--- src/rtl/fetch_stage_if.sv ---
// -----------------------------------------------------------------------------
// fetch_stage_if
//   Bundles the fetch stage's control inputs, the instruction BRAM bus and the
//   outputs toward the F/D pipeline register.
//
//   slave  modport : used by fetch_stage
//     in : stall, redirect, redirect_pc[31:0], halt, imem_rdata[31:0]
//     out: imem_addr[ADDR_W-1:0], f_pc[31:0], f_inst[31:0], f_valid,
//          fetch_count[31:0]
//   master modport : used by the environment (core control, BRAM, F/D reg)
// -----------------------------------------------------------------------------
interface fetch_stage_if #(
  parameter int ADDR_W = 14
) ();
  logic              stall;
  logic              redirect;
  logic [31:0]       redirect_pc;
  logic              halt;
  logic [ADDR_W-1:0] imem_addr;
  logic [31:0]       imem_rdata;
  logic [31:0]       f_pc;
  logic [31:0]       f_inst;
  logic              f_valid;
  logic [31:0]       fetch_count;

  modport slave (
    input  stall, redirect, redirect_pc, halt, imem_rdata,
    output imem_addr, f_pc, f_inst, f_valid, fetch_count
  );

  modport master (
    output stall, redirect, redirect_pc, halt, imem_rdata,
    input  imem_addr, f_pc, f_inst, f_valid, fetch_count
  );
endinterface

--- src/rtl/fetch_stage.sv ---
// -----------------------------------------------------------------------------
// fetch_stage
//   Instruction-fetch stage. Owns the PC, addresses the synchronous instruction
//   BRAM and presents f_pc / f_inst / f_valid to the F/D register. Supports
//   stall hold, redirect, a one-cycle boot after reset, a sticky halt and a
//   counter of instructions handed to F/D.
//
//   Ports
//     clk   : clock, rising edge
//     rstn  : asynchronous active-low reset
//     bus   : fetch_stage_if.slave (control in, BRAM bus, F/D outputs)
//   The interface instance must use the same ADDR_W as this module.
// -----------------------------------------------------------------------------
module fetch_stage #(
  parameter logic [31:0] PC_RESET = 32'h0000_0000,
  parameter int          ADDR_W   = 14,
  parameter logic [31:0] NOP_INST = 32'h0000_0001
) (
  input  logic         clk,
  input  logic         rstn,
  fetch_stage_if.slave bus
);

  typedef enum logic [1:0] {
    S_BOOT = 2'd0,
    S_RUN  = 2'd1,
    S_HALT = 2'd2
  } state_t;

  state_t      r_state;
  state_t      w_state_nxt;
  logic [31:0] r_pc;
  logic        r_valid;
  logic [31:0] r_fetch_count;

  logic [31:0] w_next_pc;
  logic        w_valid_nxt;
  logic        w_f_valid;
  logic [31:0] w_redirect_tgt;
  logic        w_unused_bits;

  assign w_redirect_tgt = {bus.redirect_pc[31:2], 2'b00};

  // PC bits outside the BRAM word address simply alias; they are not needed.
  assign w_unused_bits = ^{bus.redirect_pc[1:0], w_next_pc[1:0],
                           w_next_pc[31:ADDR_W+2]};

  // State register
  always_ff @(posedge clk or negedge rstn) begin
    if (!rstn) begin
      r_state <= S_BOOT;
    end else begin
      r_state <= w_state_nxt;
    end
  end

  // Next-state logic: BOOT lasts one cycle, HALT is absorbing until reset
  always_comb begin
    w_state_nxt = r_state;
    case (r_state)
      S_BOOT:  w_state_nxt = S_RUN;
      S_RUN:   w_state_nxt = bus.halt ? S_HALT : S_RUN;
      S_HALT:  w_state_nxt = S_HALT;
      default: w_state_nxt = S_BOOT;
    endcase
  end

  // Output / datapath-control logic
  always_comb begin
    w_next_pc   = r_pc;
    w_valid_nxt = 1'b0;
    w_f_valid   = 1'b0;
    case (r_state)
      S_BOOT: begin
        // Re-issue the read of the reset PC so its data lands next cycle.
        w_next_pc   = r_pc;
        w_valid_nxt = 1'b1;
      end
      S_RUN: begin
        // A redirect in this cycle means the instruction on f_inst is
        // wrong-path, so it is flushed right here rather than one stage later.
        w_f_valid   = r_valid & ~bus.redirect;
        w_valid_nxt = ~bus.halt;
        if (bus.halt) begin
          w_next_pc = r_pc;
        end else if (bus.redirect) begin
          w_next_pc = w_redirect_tgt;
        end else if (bus.stall) begin
          // Re-reading pc_q keeps f_pc/f_inst stable for any stall length.
          w_next_pc = r_pc;
        end else begin
          w_next_pc = r_pc + 32'd4;
        end
      end
      S_HALT: begin
        w_next_pc = r_pc;
      end
      default: begin
        w_next_pc = r_pc;
      end
    endcase
  end

  // PC / valid / counter registers
  always_ff @(posedge clk or negedge rstn) begin
    if (!rstn) begin
      r_pc          <= PC_RESET;
      r_valid       <= 1'b0;
      r_fetch_count <= 32'd0;
    end else begin
      r_pc    <= w_next_pc;
      r_valid <= w_valid_nxt;
      if (w_f_valid && !bus.stall) begin
        r_fetch_count <= r_fetch_count + 32'd1;
      end
    end
  end

  // BRAM address is combinational from next_pc so imem_rdata always matches pc_q.
  assign bus.imem_addr   = w_next_pc[ADDR_W+1:2];
  assign bus.f_pc        = r_pc;
  assign bus.f_valid     = w_f_valid;
  assign bus.f_inst      = w_f_valid ? bus.imem_rdata : NOP_INST;
  assign bus.fetch_count = r_fetch_count;

endmodule

--- src/flat_wrapper.sv ---
// flat-port wrapper written by rule: the top's interface ports become plain ports
module fetch_stage_flat 
#(
  parameter logic [31:0] PC_RESET = 32'h0000_0000,
  parameter int          ADDR_W   = 14,
  parameter logic [31:0] NOP_INST = 32'h0000_0001
)
  (clk, rstn, bus_stall, bus_redirect, bus_redirect_pc, bus_halt, bus_imem_rdata, bus_imem_addr, bus_f_pc, bus_f_inst, bus_f_valid, bus_fetch_count);
  fetch_stage_if #(.ADDR_W(ADDR_W)) bus_i ();
  input  logic clk;
  input  logic rstn;
  input wire logic [$bits(bus_i.stall)-1:0] bus_stall;
  input wire logic [$bits(bus_i.redirect)-1:0] bus_redirect;
  input wire logic [$bits(bus_i.redirect_pc)-1:0] bus_redirect_pc;
  input wire logic [$bits(bus_i.halt)-1:0] bus_halt;
  input wire logic [$bits(bus_i.imem_rdata)-1:0] bus_imem_rdata;
  output wire logic [$bits(bus_i.imem_addr)-1:0] bus_imem_addr;
  output wire logic [$bits(bus_i.f_pc)-1:0] bus_f_pc;
  output wire logic [$bits(bus_i.f_inst)-1:0] bus_f_inst;
  output wire logic [$bits(bus_i.f_valid)-1:0] bus_f_valid;
  output wire logic [$bits(bus_i.fetch_count)-1:0] bus_fetch_count;
  assign bus_i.stall = bus_stall;
  assign bus_i.redirect = bus_redirect;
  assign bus_i.redirect_pc = bus_redirect_pc;
  assign bus_i.halt = bus_halt;
  assign bus_i.imem_rdata = bus_imem_rdata;
  assign bus_imem_addr = bus_i.imem_addr;
  assign bus_f_pc = bus_i.f_pc;
  assign bus_f_inst = bus_i.f_inst;
  assign bus_f_valid = bus_i.f_valid;
  assign bus_fetch_count = bus_i.fetch_count;
  fetch_stage #(.PC_RESET(PC_RESET), .ADDR_W(ADDR_W), .NOP_INST(NOP_INST)) u_core (.clk(clk), .rstn(rstn), .bus(bus_i));
endmodule
--- config.mk ---
export PLATFORM = sky130hd
export DESIGN_NAME = fetch_stage_flat
export DESIGN_NICKNAME = d
export VERILOG_FILES = /design/src/rtl/fetch_stage_if.sv /design/src/rtl/fetch_stage.sv /design/src/flat_wrapper.sv
export SDC_FILE = /design/constraint.sdc
export NUM_CORES = 1
export LEC_CHECK = 0
export ABC_AREA = 1
export BUFFER_PORTS_ARGS = -buffer_cell sky130_fd_sc_hd__buf_2
export CORE_MARGIN = 3
export CORE_UTILIZATION = 54
export CTS_CLUSTER_DIAMETER = 60
export CTS_CLUSTER_SIZE = 24
export DETAILED_ROUTE_END_ITERATION = 10
export GPL_TIMING_DRIVEN = 0
export HOLD_SLACK_MARGIN = 0.02
export PLACE_DENSITY_LB_ADDON = 0.05
export SYNTH_ARGS = -nofsm -noshare
export SYNTH_HDL_FRONTEND = slang
export SYNTH_SLANG_ARGS = --single-unit
--- constraint.sdc ---
create_clock -name clk -period 2.9 [get_ports clk]
set_input_delay 0.145 -clock clk [delete_from_list [all_inputs] [get_ports clk]]
set_output_delay 0.145 -clock clk [all_outputs]
set_load 0.02 [all_outputs]
**Yosys cells after proc, flatten, opt, wreduce, memory -nomap -nowiden**

Index checks and enable logic that the tools add are counted.
Widths: inputs -> output; s select.

- Bits in registers: 67
- Input bits: 69
- Output and inout port bits: 111

- Add/sub/neg operators: 2
- Equal/unequal tests: 3
- Muxes and demuxes: 9
- Bitwise gates (word level): 3
- Reduce and logical (&&, ||, !) cells: 4

Operators by type and width:

| kind | count |
|---|---|
| $mux 32 | 3 |
| $add 32x1->32 const B | 1 |
| $add 32x3->32 const B | 1 |
| $mux 16 | 2 |
| $pmux 2 s3 | 1 |
| $reduce_and 3->1 | 1 |
| $eq 2x1->1 const B | 1 |
| $eq 2x2->1 const B | 1 |
| $logic_not 2->1 | 1 |
| $mux 2 | 1 |
| $ne 2x1->1 const B | 1 |
| $not 1->1 | 2 |
| $pmux 1 s2 | 1 |
| $and 1x1->1 | 1 |
| $logic_and 1x1->1 | 1 |
| $logic_not 1->1 | 1 |
| $mux 1 | 1 |

**Logic depth before layout (Yosys ltp)**

Gate-level depths: netlist of run 1.

- Depth in word-level cells: 5
- Gate-level depth with buffers: 11
- Gate-level depth less buffers: 11

**Worst setup path before layout of run 1**

Ideal clock, no wire load.

- Kind: reg2reg
- Start: register u_core.r_pc[2], in the netlist u_core.bus.f_pc[2]
- End: register u_core.r_pc[8], in the netlist u_core.bus.f_pc[8]
- Setup time: 185 ps
- Data arrival time: 1644 ps
- Path slack: 1071 ps
- Cell stages (with the launch flop): 8
- Clock period less this slack: 1829 ps
- Cell sequence: dfrtp_1 > ha_1 > nand2_1 > nor2_1 > nand2_1 > nor2_1 > nor3_1 > nor3_1

- Longest elaborated chain between the ends: 5

Ends and longest elaborated chain:

| item | RTL line | text |
|---|---|---|
| from (decl) | fetch_stage.sv:32 | `logic [31:0] r_pc;` |
| from (signal assigned) | fetch_stage.sv:111 | `r_pc <= w_next_pc;` |
| $add 32x3->32 | fetch_stage.sv:92 | `w_next_pc = r_pc + 32'd4;` |
| $mux 32 | fetch_stage.sv:88 | `end else if (bus.stall) begin` |
| $mux 32 | fetch_stage.sv:86 | `end else if (bus.redirect) begin` |
| $mux 16 | fetch_stage.sv:84 | `if (bus.halt) begin` |
| $mux 16 | fetch_stage.sv:73 | `case (r_state)` |
| via bus_imem_addr[6] | flat_wrapper.sv:17 | `output wire logic [$bits(bus_i.imem_addr)-1:0] bus_imem_addr;` |

The timed path passes the listed nets, and every way through them passes these cells. The select of a mux whose other input is x is not followed.
A chain may end at the register's enable or synchronous reset.

**Final worst setup path of run 1**

- Start: register u_core.r_pc[12], in the netlist u_core.bus.f_pc[12]
- End: output port bus_imem_addr[12]

- Longest elaborated chain between the ends: 5

Ends and longest elaborated chain:

| item | RTL line |
|---|---|
| $add 32x3->32 | fetch_stage.sv:92 |
| $mux 32 | fetch_stage.sv:88 |
| $mux 32 | fetch_stage.sv:86 |
| $mux 16 | fetch_stage.sv:84 |
| $mux 16 | fetch_stage.sv:73 |
| to (decl) | flat_wrapper.sv:17 |

Every way passes these cells. The select of a mux whose other input is x is not followed.

==> results.txt, run 1 <==
The leakage component of the power came out at 0.00337 µW. The overflow left after global routing is 0. The count of unique library cells instantiated by Yosys came out at 32.

Derived from the worst setup path, the maximum achievable clock frequency is 406 MHz. The flop-to-flop setup slack is 1.00 ns. The initial DRC count is 382. The total of hold buffers inserted after clock tree synthesis is 1. The required time of the worst setup path came out at roughly 2.8 ns.

For the worst-skew pair, the clock arrives at the later sink with an insertion delay of 0.36 ns. The share of async-settable or async-resettable flops after synthesis is 1.00. TritonCTS built the clock tree. The number of nets with antenna violations after routing came out at 0. The first global-routing pass estimated 24.3 mm of wire.

The mean number of vias per cell came out at around 5.3. The internal power came out at 2300 µW. The final-report hold violation count was 0.

The synthesized design contains 0 enable-type register cells. In this run the critical register-to-register path is launched from u_core.bus.f_pc[12]. The post-cts repair resize count is 0. The final critical path time including I/O delays and setup came out at about 2.5 ns. The power per standard cell area came out at 776 nW/µm².

The most critical setup path has its startpoint at u_core.bus.f_pc[12]. The sequential cell fraction of total power is 0.350. The data arrival time of the critical path is between 2 and 2.5 ns. The number of buffers inserted to repair setup after CTS came out at 0. The clock net sink count is 67.

The worst setup path is launched from a register. No sink is reached through more buffers than the 2 on the longest clock path. The most instantiated flip-flop cell in the synthesis netlist is sky130_fd_sc_hd__dfrtp_1. The placed standard-cell area came out at 5810 µm². Setup repair after global routing left no endpoint under its margin. The area share of the largest cell type after synthesis came out at 0.350.

The congestion estimate from routability-driven global placement came to around 1.0. The initial antenna violation count is 0. The area of all placed cells without fillers is between 6000 and 7000 µm². The number of remaining DRC errors is 0.

The first TritonRoute pass finished after 6 iterations. The final-layout fill cell count is approximately 770. Of all cell types, the one taking the most synthesized area is sky130_fd_sc_hd__dfrtp_1. The clock-pin slew reported for the worst setup and hold paths after clock tree synthesis came out at ~0.080 ns. Of the synthesized area, sequential elements account for 0.350. The combinational share of power came out at 0.476. In this run the clock root is driven by a sky130_fd_sc_hd__clkbuf_8. The number of top-level pins came out at 180. Counting flops and latches in the post-synthesis netlist gives 67.

The number of buffers created by CTS came out at 9. The die area came out at 10000 µm². The net switching fraction of the power came out at 0.507.

The number of antenna diodes in the final layout is 0. The number of max-slew violations in the final report is 0. In the final routed layout, each cell accounts on average for about 15 µm. The total number of vias is 5631. In the global route stage, overall resource usage came out at 0.303. The average cell area after synthesis is 6.29 µm².

After technology mapping, the gate count stands at 762. The final wirelength is 15.4 mm. By startpoint and endpoint, the worst setup path is classified as reg -> out. The synthesized netlist net count came out at 833.

The slew at the pin with the worst max-slew slack came out at about 0.87 ns. The clock arrives with 0.0141 ns of skew. The port buffer count is 177. The clock power share came out at 0.174. The switching power total came out at 2370 µW. In the finished design, the share of the clock period the worst path needs comes to 0.849. The initial core utilization came out at 0.569. The half-perimeter wire length after detailed placement is 12.2 mm. The end-of-flow core utilization is 0.715. The number of H-tree levels is 3.

The floorplan step set the die height to 100 µm. The worst setup path is captured at an output port. The path class of the tightest hold or removal check is in -> reg.

Hold timing on the final database bottoms out at a slack of 0.0504 ns. After floorplanning, the core was sized to cover ~8400 µm². The number of setup violations in the final report came out at 0. The flow ran to the end, and the final reports show no timing, DRC or antenna violations. From synthesis to final layout, the design area changed by 25.6%. The number of global-route vias before repair came out at around 5200. The cell row count is 33. The worst-case IR drop observed on VDD is 0.616 mV. Yosys instantiated no cell more often than sky130_fd_sc_hd__nand2_1.

The cell area that synthesis handed to floorplanning was 4790 µm². The pin count of the biggest net entering global routing is 68. The beginning of the worst hold path is bus_redirect_pc[10]. Sorting the synthesized cells by how often they occur yields sky130_fd_sc_hd__nand2_1, sky130_fd_sc_hd__nor2_1, sky130_fd_sc_hd__inv_1, sky130_fd_sc_hd__dfrtp_1, sky130_fd_sc_hd__nand3_1. The total number of nets in the final design is 1022. The fraction of layout cells with a size suffix above 1 came out at 0.243. By area the synthesized netlist is led by sky130_fd_sc_hd__dfrtp_1, sky130_fd_sc_hd__nand2_1, sky130_fd_sc_hd__nor2_1. In this run the tightest slew margin relative to its limit is 0.422.

Along the worst path, the maximum fanout reaches 5. Across the run, the number of max-cap violations was 0. The design draws 4680 µW.

The horizontal extent of the die is 100 µm. The yosys synthesis warning count came out at 0. The summed negative setup slack over all endpoints came out at 0 ns.
[power by group through the flow]
stage | sequential (µW) | combinational, µW | clock, µW
finish | 1640 | 2220 | 813
CTS | 1620 | 2220 | 825
floorplan | 1840 | 1160 | 0
detailed placement | 1640 | 2210 | 0
global route | 1680 | 2450 | 864
global placement | 1620 | 2150 | 0
[stage by stage]
step           cells  setup slack, ns
2_1_floorplan    762             1.07
4_1_cts         1061            0.498
3_3_place_gp    1044            0.931
5_1_grt         1061            0.298
3_5_place_dp    1044            0.892
6_report        1061            0.437
[worst max-delay path: stages (launching register included)]
cell                      delay [ns]
sky130_fd_sc_hd__dfrtp_1        0.45
sky130_fd_sc_hd__nand2_1        0.14
sky130_fd_sc_hd__nor2_1         0.26
sky130_fd_sc_hd__inv_1          0.16
sky130_fd_sc_hd__nor2_2         0.29
sky130_fd_sc_hd__nand3_1        0.12
sky130_fd_sc_hd__nand3_1        0.11
sky130_fd_sc_hd__nand2_1        0.06
sky130_fd_sc_hd__o21ai_0        0.14
sky130_fd_sc_hd__buf_2          0.24
[layout by cell type (no fill, tap or decap), types with 2 or more instances in the layout]
cell and n:
sky130_fd_sc_hd__nand2_1 219, sky130_fd_sc_hd__buf_2 181, sky130_fd_sc_hd__nor2_1 143, sky130_fd_sc_hd__inv_1 120
sky130_fd_sc_hd__dfrtp_1 67, sky130_fd_sc_hd__nand3_1 49, sky130_fd_sc_hd__a21oi_1 33, sky130_fd_sc_hd__nor3_1 16
sky130_fd_sc_hd__nand4_1 14, sky130_fd_sc_hd__xor2_1 14, sky130_fd_sc_hd__o21ai_0 11, sky130_fd_sc_hd__clkbuf_8 9
sky130_fd_sc_hd__inv_2 7, sky130_fd_sc_hd__clkbuf_1 7, sky130_fd_sc_hd__xnor2_1 7, sky130_fd_sc_hd__nand2_2 6
sky130_fd_sc_hd__nor2_4 6, sky130_fd_sc_hd__nor2_2 6, sky130_fd_sc_hd__nand3b_1 6, sky130_fd_sc_hd__o211ai_1 5
sky130_fd_sc_hd__o22ai_1 4, sky130_fd_sc_hd__nor3_2 3, sky130_fd_sc_hd__clkinvlp_4 3, sky130_fd_sc_hd__a21o_1 2
sky130_fd_sc_hd__nand2_4 2, sky130_fd_sc_hd__buf_4 2, sky130_fd_sc_hd__ha_1 2, sky130_fd_sc_hd__inv_6 2
[path summary, 6_finish.rpt]
kind,to,depth (start not counted)
worst min register to register,u_core.bus.fetch_count[31],1
min in group asynchronous,u_core.bus.f_pc[28],2
worst min-delay path,u_core.bus.f_pc[10],3
worst max-delay path,bus_imem_addr[12],9
worst max register to register,u_core.bus.f_pc[14],9
max in group asynchronous,u_core.bus.fetch_count[15],2
[logic make-up (layout without fill, tap and decap cells)]
| logic type | count (synthesis) | in the layout | synth area share |
|---|---|---|---|
| fa+ha+maj | 2 | 2 | 0.00522 |
| xor+xnor | 21 | 21 | 0.0384 |
| buf+inv | 141 | 335 | 0.112 |
| simple gates | 474 | 474 | 0.430 |
| compound gates | 57 | 57 | 0.0645 |
| flops | 67 | 67 | 0.350 |
[registers in the layout, summed over array words and instances, names as in the netlist]
register	flops
u_core.bus.f_pc	32
u_core.bus.fetch_count	32
u_core.r_state	2
u_core.r_valid	1
[routing by layer]
layer / wire length, µm / vias to the layer above / global-route usage
met1: 6280 / 2565 / 0.404
met5: 0 / - / 0
met3: 1510 / 37 / 0.0591
li1: - / 2734 / -
met2: 7220 / 295 / 0.493
met4: 418 / 0 / 0.109
[cell type report]
type | count | area (µm²) | area share
plain buffers | 13 | 58.8 | 0.00976
flip-flops and latches | 67 | 1680 | 0.278
inverters | 128 | 480 | 0.0798
multi-input cells | 554 | 2580 | 0.428
clock buffers | 9 | 124 | 0.0206
repair buffers | 178 | 898 | 0.149
clock inverters | 7 | 75.1 | 0.0125
well taps | 105 | 131 | 0.0218
(Power assumes the default switching activity.)
==> run 2, diff against run 1 <==
- ABC_AREA: 1 -> 0
- CORE_UTILIZATION: 54 -> 47
- clock period: 2.9 -> 2.6 ns (I/O delays scaled with it)
==> run 2 against run 1 <==
Against the previous run: non-clock buffer count increased by 9; sequential share of layout area is 5.2 points higher; combinational power decreased by 6%.
==> results.txt, run 2 <==
The run finished with clean final reports. The post-route worst setup slack is 0.0607 ns (-0.377 ns). The clock-pin slew reported for the worst setup and hold paths after clock tree synthesis is 0.07 ns (about the same). The number of nets with antenna violations after routing is 0 (unchanged). The final-layout fill cell count was 702 (-8.2%).

Derived from the worst setup path, the maximum achievable clock frequency is 394 MHz. The final critical path time including I/O delays and setup is 2.54 ns. The most common cell in the netlist is sky130_fd_sc_hd__dfrtp_1. The clock tree buffer depth is 2 (unchanged).

The combinational share of power is 0.455 (-0.021). The number of buffers created by CTS is 9 (unchanged). The post-detailed-route wirelength per cell came out at 16.1 µm (+11%). Ranked by instance count, the synthesized netlist is headed by sky130_fd_sc_hd__dfrtp_1, sky130_fd_sc_hd__and2_1, sky130_fd_sc_hd__nand2_1, sky130_fd_sc_hd__nand3_1, sky130_fd_sc_hd__nor2_1.

The total power of the final layout is 4580 µW (-1.9%). The area occupied by multi-input gates came to 2040 µm² (-21%). Among all flip-flop cells after synthesis, the most frequent one is sky130_fd_sc_hd__dfrtp_1. The largest individual stage delay along the critical path comes from the cell sky130_fd_sc_hd__dlygate4sd3_1. The number of global-route vias before repair was 3693 (-29%). The initial core utilization is 0.488 (-0.0816). The mean number of vias per cell came out at 5.54 (+4.3%). The total number of vias came out at 3887 (-31%). Setup repair after global routing could not meet its margin everywhere. The signal on the critical path passes through dlygate4sd3_1 -> buf_2 -> or3b_2 -> clkbuf_4 -> clkbuf_4 -> nor3_1 -> a21oi_1 -> o21ai_1 -> buf_2.

The sequential cell fraction of total power came out at 0.363 (+0.013). The number of top-level pins is 180 (unchanged). The clock network latency to the later pin of the worst-skew pair is 0.34 ns (-0.02 ns). The largest fanout on the critical path was 10 (+5). The required time of the worst setup path is 2.47 ns (-0.29 ns). The average cell area after synthesis came out at 9.40 µm² (+49%). The end-of-flow core utilization came to 0.650 (-0.0653).

The port buffer count came out at 176 (-0.56%). The pin count of the biggest net entering global routing is 68 (unchanged). The beginning of the worst hold path is bus_redirect_pc[16]. The yosys synthesis warning count came to 0 (unchanged). The half-perimeter wire length after detailed placement came out at 8.39 mm (-31%). The internal power came to 2500 µW (+8.5%). The number of setup violations in the final report came out at 0 (unchanged). The clock power share is 0.183 (+0.009).

The most common library cell in the layout ignoring fill and taps is sky130_fd_sc_hd__buf_2. The area occupied by registers came out at 1680 µm² (about the same). The number of max-slew violations in the final report was 0 (unchanged). The iteration count of the initial detailed-routing pass came out at 4 (-2). The sequential area share after synthesis came out at 0.440 (+0.0907). The CTS tree is done.

The type of the most critical hold path is in -> reg. The post-placement setup slack is 0.108 ns (-0.784 ns). The worst setup path is launched from an input pin. In the layout the commonest cells are sky130_fd_sc_hd__buf_2, sky130_fd_sc_hd__dfrtp_1, sky130_fd_sc_hd__and2_1. The diode insertion count for antenna repair is 0 (unchanged). The number of remaining DRC errors is 0 (unchanged). The count of unique library cells instantiated by Yosys came out at 52 (+63%). The initial antenna violation count came out at 0 (unchanged). The flop-to-flop setup slack came out at 0.26 ns (-0.74 ns). The critical path is of the in -> out type.

The leakage component of the power came out at 0.00254 µW (-24%). The clock net sink count is 67 (unchanged). From synthesis to final layout, the design area changed by 33.3%. The initial DRC count is 187 (-51%).

The overall track demand over capacity in global routing was 0.249 (-0.0541). The wire length of the first global-routing pass was 17.9 mm (-26%). The fraction of layout cells with a size suffix above 1 is 0.365 (+0.122). The horizontal extent of the die is 96.0 µm (-4.2%). Tracing the worst setup path back leads to its startpoint at bus_halt. The die area came out at 9220 µm² (-8.2%).

The cell row count is 32 (-3.0%). The launch point of the worst reg-to-reg path is u_core.bus.f_pc[2]. The area of the core was 7810 µm² (-7.3%).

The largest total area in the synthesized netlist belongs to sky130_fd_sc_hd__dfrtp_1. The worst-case clock skew came out at 0.0101 ns (-0.00400 ns). The final-report hold violation count came out at 0 (unchanged). The instance count of the mapped netlist came out at 405 (-47%).

The register bit total from synthesis came out at 67 (unchanged). The synthesized netlist net count came out at 476 (-43%). The weighted congestion at the end of routability-driven global placement came to 0.917 (-9.3%). The cell at the root of the clock tree is sky130_fd_sc_hd__clkbuf_8. The power per standard cell area came out at 904 nW/µm² (+16%). The post-route fraction of the period consumed by the critical path is 0.977. The final wirelength came to 11.3 mm (-27%). The placed standard-cell area is 4820 µm² (-17%). The die outline height is 96.0 µm (-4.2%).

The number of H-tree levels is 3 (unchanged). The area of all placed cells without fillers came out at 5070 µm² (-16%). The peak supply drop is 0.630 mV (+2.3%).

The switching power total came out at 2080 µW (-12%). The number of buffers inserted to repair setup after CTS came to 0 (unchanged). The overflow left after global routing came out at 0 (unchanged). The total number of nets in the final design came out at 666 (-35%). The net switching fraction of the power was 0.455 (-0.0525). The data arrival time of the critical path came out at 2.41 ns (+0.09 ns).

The number of max-cap violations was 0 (unchanged). The worst setup path is captured at an output port. The worst slew margin relative to its limit is 0.432 (+0.00992).

The critical path's largest stage delay is 0.55 ns (+0.10 ns). The combined area of all synthesized cells came out at 3810 µm² (-21%). The share of async-settable or async-resettable flops after synthesis is 1.00 (unchanged). The slew at the pin with the worst max-slew slack is 0.852 ns (-0.0149 ns). The area share of the largest cell type after synthesis came out at 0.440 (+0.0907).

By area the synthesized netlist is led by sky130_fd_sc_hd__dfrtp_1, sky130_fd_sc_hd__and2_1, sky130_fd_sc_hd__xnor2_1. The number of enable flip-flop cells after synthesis is 0 (unchanged).
-- run 2: critical path: cells and delay by family --
kind | cells | cell delay (ns)
buffers and inverters | 5 | 1.36
and+or+nand+nor | 2 | 0.62
AOI/OAI and AO/OA | 2 | 0.29
-- run 2: routing by layer --
metal,vias to the layer above,global-route usage,routed length [µm]
met1,1855,0.333,4730
met4,0,0.0818,150
met3,10,0.0485,802
met5,-,0,0
li1,1866,-,-
met2,156,0.404,5600
-- run 2: power groups by stage --
| stage | registers [µW] | clock network, µW | logic, µW |
|---|---|---|---|
| global placement | 1650 | 0 | 2020 |
| finish | 1660 | 838 | 2080 |
| global route | 1710 | 896 | 2280 |
| CTS | 1650 | 857 | 2070 |
| detailed placement | 1670 | 0 | 2040 |
| floorplan | 1880 | 0 | 1070 |
-- run 2: worst paths after layout --
path / to / depth (start not counted)
setup / recovery: bus_imem_addr[0] / 9
hold / removal: u_core.bus.f_pc[16] / 3
setup reg to reg: u_core.bus.f_pc[18] / 6
hold reg to reg: u_core.bus.fetch_count[31] / 1
max in group asynchronous: u_core.r_state[1] / 2
min in group asynchronous: u_core.bus.fetch_count[28] / 2
-- run 2: cells by family (layout without fill, tap and decap cells) --
kind of cell | count (synthesis) | in the layout | share of synthesized area
flip-flops | 67 | 67 | 0.440
AND/OR/NAND/NOR | 187 | 187 | 0.295
buffers and inverters | 28 | 223 | 0.0292
adder cells (fa/ha/maj) | 2 | 2 | 0.00657
multiplexers | 10 | 10 | 0.0273
XOR/XNOR | 31 | 31 | 0.0713
AO/OA/AOI/OAI | 80 | 80 | 0.130
-- run 2: through the flow --
stage / setup TNS, ns / hold WS (ns) / std cells
after floorplan: 0 / -0.166 / 405
after global placement: 0 / 0.361 / 683
after detailed placement: 0 / 0.296 / 683
after CTS: 0 / 0.0250 / 702
after global routing: -0.0835 / 0.0444 / 702
final: 0 / 0.0373 / 702
-- run 2: cell type report --
class | count | area share
Timing Repair Buffer | 179 | 0.182
Multi-Input combinational cell | 310 | 0.401
Buffer | 21 | 0.0195
Sequential cell | 67 | 0.331
Clock buffer | 11 | 0.0259
Clock inverter | 5 | 0.0106
Inverter | 7 | 0.00518
Tap cell | 102 | 0.0252
-- run 2: what timing repair did --
item                       CTS  global route
setup endpoints to repair   14            14
hold endpoints to repair    70             0
hold buffers                 3             0
resized for setup            7            19
==> run 3, diff against run 2 <==
- CORE_MARGIN: 3 -> not set
- SLEW_MARGIN: not set -> 5
==> run 3 against run 2 <==
Against the previous run: clock power is 15% higher; routed wire length is 0.66% higher; worst hold slack worse by 0.0068 ns; sequential share of layout area is 0.28 points lower; maximum frequency is 1.2% higher; sequential cell count stayed put; count of clock-buffer cells in the layout is 1 lower; non-clock buffer count stayed put; utilization is 0.90 points higher; total power is 2.9% higher; highest routed layer unchanged.
==> results.txt, run 3 (synthesis results as in run 2) <==
The die area is 8460 µm² (-8.2%). The mean number of vias per cell is 5.64 (+1.8%). The placed standard-cell area is 4840 µm² (+0.42%). The clock-pin slew reported for the worst setup and hold paths after clock tree synthesis came out at 0.08 ns (about the same). The die outline height was 92.0 µm (-4.2%). The most common library cell in the layout ignoring fill and taps is sky130_fd_sc_hd__buf_2. The initial core utilization is 0.490 (+0.00251). The horizontal extent of the die was 92.0 µm (-4.2%). The required time of the worst setup path is 2.47 ns (about the same). The diode insertion count for antenna repair is 0 (unchanged). The worst slew margin relative to its limit is 0.628 (+0.196). The smallest hold slack is 0.0305 ns (-0.00681 ns). The number of max-slew violations in the final report is 0 (unchanged). The number of global-route vias before repair is 3626 (-1.8%). The total number of vias was 3956 (+1.8%). The run finished with clean final reports. The largest fanout on the critical path came to 10 (unchanged). The leakage component of the power was 0.00256 µW (+0.59%). In the layout the commonest cells are sky130_fd_sc_hd__buf_2, sky130_fd_sc_hd__dfrtp_1, sky130_fd_sc_hd__and2_1. The number of nets with antenna violations after routing is 0 (unchanged). The maximum clock rate is 399 MHz (+1.2%). The fraction of layout cells with a size suffix above 1 is 0.367 (+0.00167).

The final wirelength is 11.4 mm (+0.66%). TritonCTS built the clock tree. The initial DRC count is 224 (+20%). The data arrival time of the critical path came to 2.38 ns (-0.03 ns). The half-perimeter wire length after detailed placement came out at 8.61 mm (+2.6%).

The peak supply drop is 0.409 mV (-35%). The number of remaining DRC errors is 0 (unchanged). The pin count of the biggest net entering global routing was 38 (-44%). The final-report hold violation count was 0 (unchanged). The worst-case clock skew was 0.0140 ns (+0.00385 ns).

The final critical path time including I/O delays and setup is 2.51 ns (-0.0303 ns). The type of the most critical hold path is in -> reg. The wire length of the first global-routing pass came out at 18.3 mm (+2.2%). The power per standard cell area came to 922 nW/µm² (+2.0%). The summed negative setup slack over all endpoints is 0 ns (unchanged). The overall track demand over capacity in global routing came to 0.279 (+0.0294).

The slew at the pin with the worst max-slew slack was 0.557 ns (-0.294 ns). The number of max-cap violations came out at 0 (unchanged). The iteration count of the initial detailed-routing pass is 5 (+1). The area of the core came out at 7770 µm² (-0.51%).

The post-route fraction of the period consumed by the critical path was 0.965 (-0.0116). The overflow left after global routing was 0 (unchanged). The clock tree buffer depth came out at 2 (unchanged).

The initial antenna violation count came to 0 (unchanged). The number of buffers inserted to repair setup after CTS came out at 0 (unchanged). The number of buffers created by CTS is 9 (unchanged). The post-detailed-route wirelength per cell came out at 16.2 µm (+0.66%). The total number of nets in the final design was 666 (unchanged). The final-layout fill cell count came out at 697 (-0.71%). The total power of the final layout came out at 4720 µW (+2.9%).

The port buffer count is 176 (unchanged). The worst setup path is captured at an output port. The number of top-level pins is 180 (unchanged). The post-synthesis to final-layout area growth came out at 34.4%. The number of setup violations in the final report came out at 0 (unchanged). The cell row count came to 32 (unchanged). The weighted congestion at the end of routability-driven global placement is 0.879 (-4.2%).

The critical path is of the reg -> out type. The cell at the root of the clock tree is sky130_fd_sc_hd__clkbuf_8. The area of all placed cells without fillers is 5120 µm² (+0.86%).

Setup repair after global routing left no endpoint under its margin. STA classifies the critical path startpoint as a register. The clock net sink count came out at 67 (unchanged). The clock network latency to the later pin of the worst-skew pair came out at 0.35 ns (about the same). The number of H-tree levels is 3 (unchanged).
==> run 3: report_power, final <==
part	leakage (µW)	internal (µW)	switching, µW
sequential	0.000858	1290	379
combinational	0.00160	769	1320
clock	0.000103	542	419
total	0.00256	2600	2120
==> run 3: final timing paths <==
path / start / to / slack [ns] / cells past startpoint
min in group asynchronous: rstn / u_core.bus.f_pc[21] / 0.26 / 2
worst max-delay path: u_core.r_state[1] / bus_imem_addr[4] / 0.09 / 7
worst max register to register: u_core.bus.f_pc[2] / u_core.bus.f_pc[18] / 0.28 / 6
worst min-delay path: bus_redirect_pc[29] / u_core.bus.f_pc[29] / 0.03 / 3
worst min register to register: u_core.bus.fetch_count[31] / u_core.bus.fetch_count[31] / 0.48 / 1
max in group asynchronous: rstn / u_core.bus.fetch_count[30] / 1.79 / 3
==> run 3: repair_timing <==
item | 4_1_cts | 5_1_grt
gates resized for setup | 5 | 17
endpoints found under the setup margin | 14 | 14
pin swaps | 0 | 0
hold buffers | 2 | 0
endpoints found under the hold margin | 31 | 0
==> run 3: worst max-delay path: stages, from the launching register on <==
cell	delay, ns
sky130_fd_sc_hd__dfrtp_2	0.45
sky130_fd_sc_hd__or3b_2	0.51
sky130_fd_sc_hd__buf_2	0.22
sky130_fd_sc_hd__clkbuf_4	0.23
sky130_fd_sc_hd__nor3_1	0.19
sky130_fd_sc_hd__a21oi_1	0.06
sky130_fd_sc_hd__o21ai_1	0.17
sky130_fd_sc_hd__buf_2	0.22
==> run 3: layer usage <==
metal	global-route usage	wire [µm]
met1	0.365	4700
met3	0.0448	852
met5	0	0
met2	0.473	5660
met4	0.0833	155
==> run 3: cell type report <==
type / instances / area (µm²) / share of cell area
buffer: 21 / 95.1 / 0.0186
clock buffer: 10 / 128 / 0.0249
clock inverter: 6 / 88.8 / 0.0174
inverter: 7 / 26.3 / 0.00513
multi-input combinational: 310 / 2050 / 0.400
sequential: 67 / 1680 / 0.328
tap: 102 / 128 / 0.0249
timing repair buffer: 179 / 926 / 0.181
==> run 3: per-stage QoR <==
step            util  std cells  worst slack (ns)
2_1_floorplan      -        405             0.415
3_3_place_gp   0.620        683             0.106
3_5_place_dp   0.623        684             0.127
4_1_cts        0.655        702           0.00847
5_1_grt        0.659        702           0.00346
6_report       0.659        702            0.0910
